**src/rtl/edge_row_packer.sv**
```systemverilog
// edge_row_packer: binarises an 8-bit edge-magnitude raster stream and packs each
// row into one WIDTH-bit word. Words are queued in a small FIFO behind ready/valid.
// Also reports a per-frame set-bit count, a frame-done pulse and a sticky overflow flag.
module edge_row_packer #(
  parameter int unsigned WIDTH  = 32,
  parameter int unsigned HEIGHT = 32,
  parameter int unsigned DEPTH  = 4
) (
  input  logic             clk,
  input  logic             rst,
  input  logic             in_valid,
  input  logic [7:0]       in_data,
  input  logic [7:0]       thresh,
  output logic             out_valid,
  input  logic             out_ready,
  output logic [WIDTH-1:0] out_data,
  output logic [4:0]       out_row,
  output logic             frame_done,
  output logic [10:0]      edge_count,
  output logic             overflow
);

  localparam int unsigned COLW = $clog2(WIDTH);
  localparam int unsigned ROWW = $clog2(HEIGHT);
  localparam int unsigned PTRW = $clog2(DEPTH);
  localparam int unsigned CNTW = 11;

  logic [COLW-1:0]  col_q, col_d;
  logic [ROWW-1:0]  row_q, row_d;
  logic [7:0]       thresh_q, thresh_d;
  logic [WIDTH-1:0] asm_q, asm_d;
  logic [CNTW-1:0]  run_q, run_d;
  logic [CNTW-1:0]  edge_count_q, edge_count_d;
  logic             frame_done_q, frame_done_d;
  logic             overflow_q, overflow_d;
  logic [PTRW:0]    wr_q, wr_d;
  logic [PTRW:0]    rd_q, rd_d;
  logic [WIDTH-1:0] data_mem_q [DEPTH];
  logic [WIDTH-1:0] data_mem_d [DEPTH];
  logic [4:0]       row_mem_q  [DEPTH];
  logic [4:0]       row_mem_d  [DEPTH];

  logic             first_pix;
  logic [7:0]       thr;
  logic             pix_bit;
  logic             last_col;
  logic             last_row;
  logic [WIDTH-1:0] word;
  logic [PTRW:0]    count;
  logic             empty;
  logic             full;
  logic             pop;
  logic             push;

  // Pixel counters, threshold latch, row assembly, frame count and FIFO update
  always_comb begin
    col_d        = col_q;
    row_d        = row_q;
    thresh_d     = thresh_q;
    asm_d        = asm_q;
    run_d        = run_q;
    edge_count_d = edge_count_q;
    frame_done_d = 1'b0;
    overflow_d   = overflow_q;
    wr_d         = wr_q;
    rd_d         = rd_q;
    data_mem_d   = data_mem_q;
    row_mem_d    = row_mem_q;

    // Until the first pixel of a frame is taken the threshold tracks the live input
    first_pix = (col_q == '0) && (row_q == '0);
    thr       = first_pix ? thresh : thresh_q;
    pix_bit   = in_data > thr;
    last_col  = col_q == COLW'(WIDTH - 1);
    last_row  = row_q == ROWW'(HEIGHT - 1);
    word      = asm_q | (WIDTH'(pix_bit) << col_q);

    count = wr_q - rd_q;
    empty = count == '0;
    full  = count == (PTRW + 1)'(DEPTH);
    pop   = !empty && out_ready;
    push  = in_valid && last_col;

    if (first_pix) thresh_d = thresh;

    if (in_valid) begin
      col_d = last_col ? '0 : col_q + COLW'(1);
      if (last_col) row_d = last_row ? '0 : row_q + ROWW'(1);
      asm_d = last_col ? '0 : word;
      run_d = run_q + CNTW'(pix_bit);
      if (last_col && last_row) begin
        edge_count_d = run_q + CNTW'(pix_bit);
        run_d        = '0;
        frame_done_d = 1'b1;
      end
    end

    if (pop) rd_d = rd_q + (PTRW + 1)'(1);

    // A full FIFO still accepts the word when the head leaves on the same edge
    if (push) begin
      if (!full || pop) begin
        data_mem_d[wr_q[PTRW-1:0]] = word;
        row_mem_d[wr_q[PTRW-1:0]]  = 5'(row_q);
        wr_d = wr_q + (PTRW + 1)'(1);
      end else begin
        overflow_d = 1'b1;
      end
    end
  end

  // State registers
  always_ff @(posedge clk or posedge rst) begin
    if (rst) begin
      col_q        <= '0;
      row_q        <= '0;
      thresh_q     <= '0;
      asm_q        <= '0;
      run_q        <= '0;
      edge_count_q <= '0;
      frame_done_q <= 1'b0;
      overflow_q   <= 1'b0;
      wr_q         <= '0;
      rd_q         <= '0;
      for (int i = 0; i < int'(DEPTH); i++) begin
        data_mem_q[i] <= '0;
        row_mem_q[i]  <= '0;
      end
    end else begin
      col_q        <= col_d;
      row_q        <= row_d;
      thresh_q     <= thresh_d;
      asm_q        <= asm_d;
      run_q        <= run_d;
      edge_count_q <= edge_count_d;
      frame_done_q <= frame_done_d;
      overflow_q   <= overflow_d;
      wr_q         <= wr_d;
      rd_q         <= rd_d;
      data_mem_q   <= data_mem_d;
      row_mem_q    <= row_mem_d;
    end
  end

  assign out_valid  = !empty;
  assign out_data   = empty ? '0 : data_mem_q[rd_q[PTRW-1:0]];
  assign out_row    = empty ? '0 : row_mem_q[rd_q[PTRW-1:0]];
  assign frame_done = frame_done_q;
  assign edge_count = edge_count_q;
  assign overflow   = overflow_q;

endmodule

```
**config.mk**
```make
export PLATFORM = sky130hd
export DESIGN_NAME = edge_row_packer
export DESIGN_NICKNAME = d
export VERILOG_FILES = /design/src/rtl/edge_row_packer.sv
export SDC_FILE = /design/constraint.sdc
export NUM_CORES = 1
export LEC_CHECK = 0
export CORE_MARGIN = 8
export CORE_UTILIZATION = 64
export CTS_CLUSTER_SIZE = 12
export DETAILED_ROUTE_END_ITERATION = 16
export PLACE_DENSITY = 0.91
export SYNTH_ARGS = -nofsm -noshare
export SYNTH_HDL_FRONTEND = slang
export SYNTH_SLANG_ARGS = --single-unit
```
**constraint.sdc**
```tcl
create_clock -name clk -period 19.79 [get_ports clk]
set_clock_uncertainty 0.05 [all_clocks]
set_input_delay 4.9475 -clock clk [delete_from_list [all_inputs] [get_ports clk]]
set_output_delay 4.9475 -clock clk [all_outputs]
set_load 0.01 [all_outputs]
```
==> results.sh <==
export IMPL_finalSetupTns_ps=0
export IMPL_p_sw_mw=0.472
export IMPL_status="completed"
export IMPL_p_seq_share_pct=43.8
export IMPL_synth_warnings=0
export IMPL_clockPowerShare_pct=30.5
export IMPL_ys_top_cells_by_count="dfrtp_1, nor2_1, a2bb2oi_1"
export IMPL_synth_most_common_cell="dfrtp_1"
export IMPL_grt_pass1_vias=8897
export IMPL_drc=0
export IMPL_ioPinCount=71
export IMPL_async_flop_share_pct=100
export IMPL_grt_pass1_wl_um=46100
export IMPL_vias=8543
export IMPL_max_cap_violations=0
export IMPL_ir_drop_uv=79.3
export IMPL_synth_area_um2=11300
export IMPL_ys_flop_type="dfrtp_1"
export IMPL_layout_cells_non_filler=1285
export IMPL_synthDistinctLibCells=44
export IMPL_finalCriticalPeriod_ps=8170
export IMPL_clk_path_buf_depth=3
export IMPL_wl_um=27900
export IMPL_die_x_um=149
export IMPL_worst_slack_ps=11620
export IMPL_critPathRequiredTime_ps=14790
export IMPL_routedWlPerCell_um=21.7
export IMPL_fill_cells=1070
export IMPL_fmax_ghz=0.122
export IMPL_wl_met2_um=13800
export IMPL_slew_viol_final=0
export IMPL_layout_drive_gt1_share_pct=11.5
export IMPL_crit_start="wr_q[0]"
export IMPL_dp_cells=1247
export IMPL_hpwl_um=16000
export IMPL_gp_congestion=0.853
export IMPL_clkSlewWorstSetupHoldPaths_ps=60
export IMPL_num_rows=48
export IMPL_fin_util_pct=74.3
export IMPL_clock_latency_ps=520
export IMPL_ctsResizeCount=0
export IMPL_cellPowerDensity_nw_per_um2=113
export IMPL_cts_sinks=228
export IMPL_ys_ff_latch=228
export IMPL_synth_area_top_cells="dfrtp_1, a2bb2oi_1, mux4_2"
export IMPL_io_buffers=70
export IMPL_r2r_start="col_q[2]"
export IMPL_synthCells=1006
export IMPL_min_path_type="flop to flop"
export IMPL_viasPerCell=6.65
export IMPL_syn_area_per_cell_um2=11.2
export IMPL_die_area_um2=22100
export IMPL_cts_buffers=24
export IMPL_cts_tree="built"
export IMPL_h_tree_depth=1
export IMPL_cp_start_kind="flop"
export IMPL_synth_top_cell_area_share_pct=50.6
export IMPL_swShare_pct=32.7
export IMPL_multi_input_area_um2=5010
export IMPL_core_area_um2=17200
export IMPL_synth_nets=1049
export IMPL_synth_seq_area_share_pct=50.6
export IMPL_start_util_pct=65.4
export IMPL_grt_ovfl_total=0
export IMPL_critical_path_cell_chain="inv_1 -> ha_1 -> nor2b_1 -> xnor2_1 -> and3_1 -> buf_4 -> nor2b_1 -> clkdlybuf4s50_1"
export IMPL_ant_nets=0
export IMPL_tightest_slew_ps=1100
export IMPL_power_leakage_nw=5.63
export IMPL_hold_buffers=0
export IMPL_grt_max_degree=151
export IMPL_hold_violations=0
export IMPL_synth_edf_count=0
export IMPL_fin_hold_ws_ps=429
export IMPL_finalCritPeriodShare_pct=41.3
export IMPL_nets=1091
export IMPL_post_cts_setup_buffers=0
export IMPL_slowest_delay_ps=590
export IMPL_met3WireLength_um=2470
export IMPL_crit_type="flop to primary output"
export IMPL_firstDrtPassIters=5
export IMPL_synth_top_cell_by_area="dfrtp_1"
export IMPL_route_top_layer_used="met4"
export IMPL_dieHeight_um=149
export IMPL_dpl_worst_slack_ps=11580
export IMPL_path_common_cell="nor2b_1"
export IMPL_crit_slowest_cell="and3_1"
export IMPL_drt_iter0_drc=840
export IMPL_syn_to_final_growth_pct=13.6
export IMPL_drt_met1_wl_um=10900
export IMPL_cell_internal_pwr_mw=0.973
export IMPL_track_usage_pct=25.6
export IMPL_relSlewSlack_pct=26.2
export IMPL_n_antenna_cell=0
export IMPL_critPathCaptureType="primary output"
export IMPL_cts_root_buffer="clkbuf_16"
export IMPL_seqCellArea_um2=5710
export IMPL_p_comb_share_pct=25.7
export IMPL_worstHoldStart="overflow"
export IMPL_arrival_ps=3170
export IMPL_antenna_found_initial=0
export IMPL_rsz0062_at_grt="no"
export IMPL_setup_viol=0
export IMPL_crit_fanout=26
state kept, by name, summed over array words and instances (netlist names):
name / cells
col_q: 5
overflow: 1
wr_q: 3
row_mem_q: 20
asm_q: 32
run_q: 11
edge_count: 11
data_mem_q: 128
row_q: 5
rd_q: 3
frame_done: 1
thresh_q: 8
cells by family (layout without fill, tap and decap cells):
| group | after synthesis | after routing | synth area share, % |
|---|---|---|---|
| compound gates | 285 | 285 | 19.5 |
| xor+xnor | 15 | 15 | 1.17 |
| fa+ha+maj | 23 | 23 | 2.55 |
| buf+inv | 127 | 181 | 5.36 |
| flops | 228 | 228 | 50.6 |
| mux | 64 | 64 | 10.0 |
| simple gates | 264 | 264 | 10.8 |
power by group through the flow:
stage,sequential (mW),clock [mW],combinational [mW]
2_1_floorplan,0.609,0,0.267
3_3_place_gp,0.631,0,0.354
3_5_place_dp,0.632,0,0.369
4_1_cts,0.629,0.443,0.373
5_1_grt,0.645,0.463,0.404
6_report,0.633,0.441,0.372
cells in the final DEF (no fill, tap or decap), types with 7 or more instances in the layout:
| master | instances |
|---|---|
| nor2_1 | 140 |
| o211ai_1 | 57 |
| mux4_2 | 37 |
| ha_1 | 23 |
| o2111ai_1 | 8 |
| and3_1 | 7 |
| clkbuf_16 | 25 |
| dfrtp_1 | 227 |
| and2_1 | 7 |
| nand2_1 | 43 |
| xnor2_1 | 10 |
| mux2_2 | 22 |
| a21oi_1 | 37 |
| nand3_1 | 8 |
| buf_4 | 16 |
| nor2b_1 | 39 |
| a2bb2oi_1 | 128 |
| inv_1 | 55 |
| o21ai_0 | 34 |
| clkdlybuf4s50_1 | 70 |
through the flow:
step | cell area (µm²) | power [mW]
6_report | 12800 | 1.44
4_1_cts | 12800 | 1.45
2_1_floorplan | 11300 | 0.876
3_5_place_dp | 12000 | 1.00
3_3_place_gp | 12000 | 0.985
5_1_grt | 12800 | 1.51
worst max-delay path: cells and delay by family (launching register included):
family / cells / cell delay, ps
xor+xnor: 1 / 140
fa+ha+maj: 1 / 170
buf+inv: 3 / 1070
flops: 1 / 430
simple gates: 3 / 850
layout make-up:
class                           count  share of cell area [%]
Sequential cell                   228                    44.6
Tap cell                          225                    2.20
Multi-Input combinational cell    651                    39.2
Timing Repair Buffer               86                    6.41
Clock buffer                       36                    5.68
Clock inverter                      2                   0.274
Inverter                           57                    1.73
path summary, 6_finish.rpt:
check	cells past startpoint	slack [ps]	endpoint
max	8	11620	out_row[0]
min	2	430	overflow
max reg2reg	15	14770	edge_count[10]
min reg2reg	2	430	overflow
max in group asynchronous	3	13110	data_mem_q[45]
min in group asynchronous	2	5030	row_mem_q[10]
per-layer routing:
layer / vias to the layer above / GRT usage [%]
met5: - / 0
met4: 0 / 11.0
met3: 90 / 4.59
met2: 469 / 41.9
met1: 4259 / 33.3
li1: 3725 / -
(Power assumes the default switching activity.)
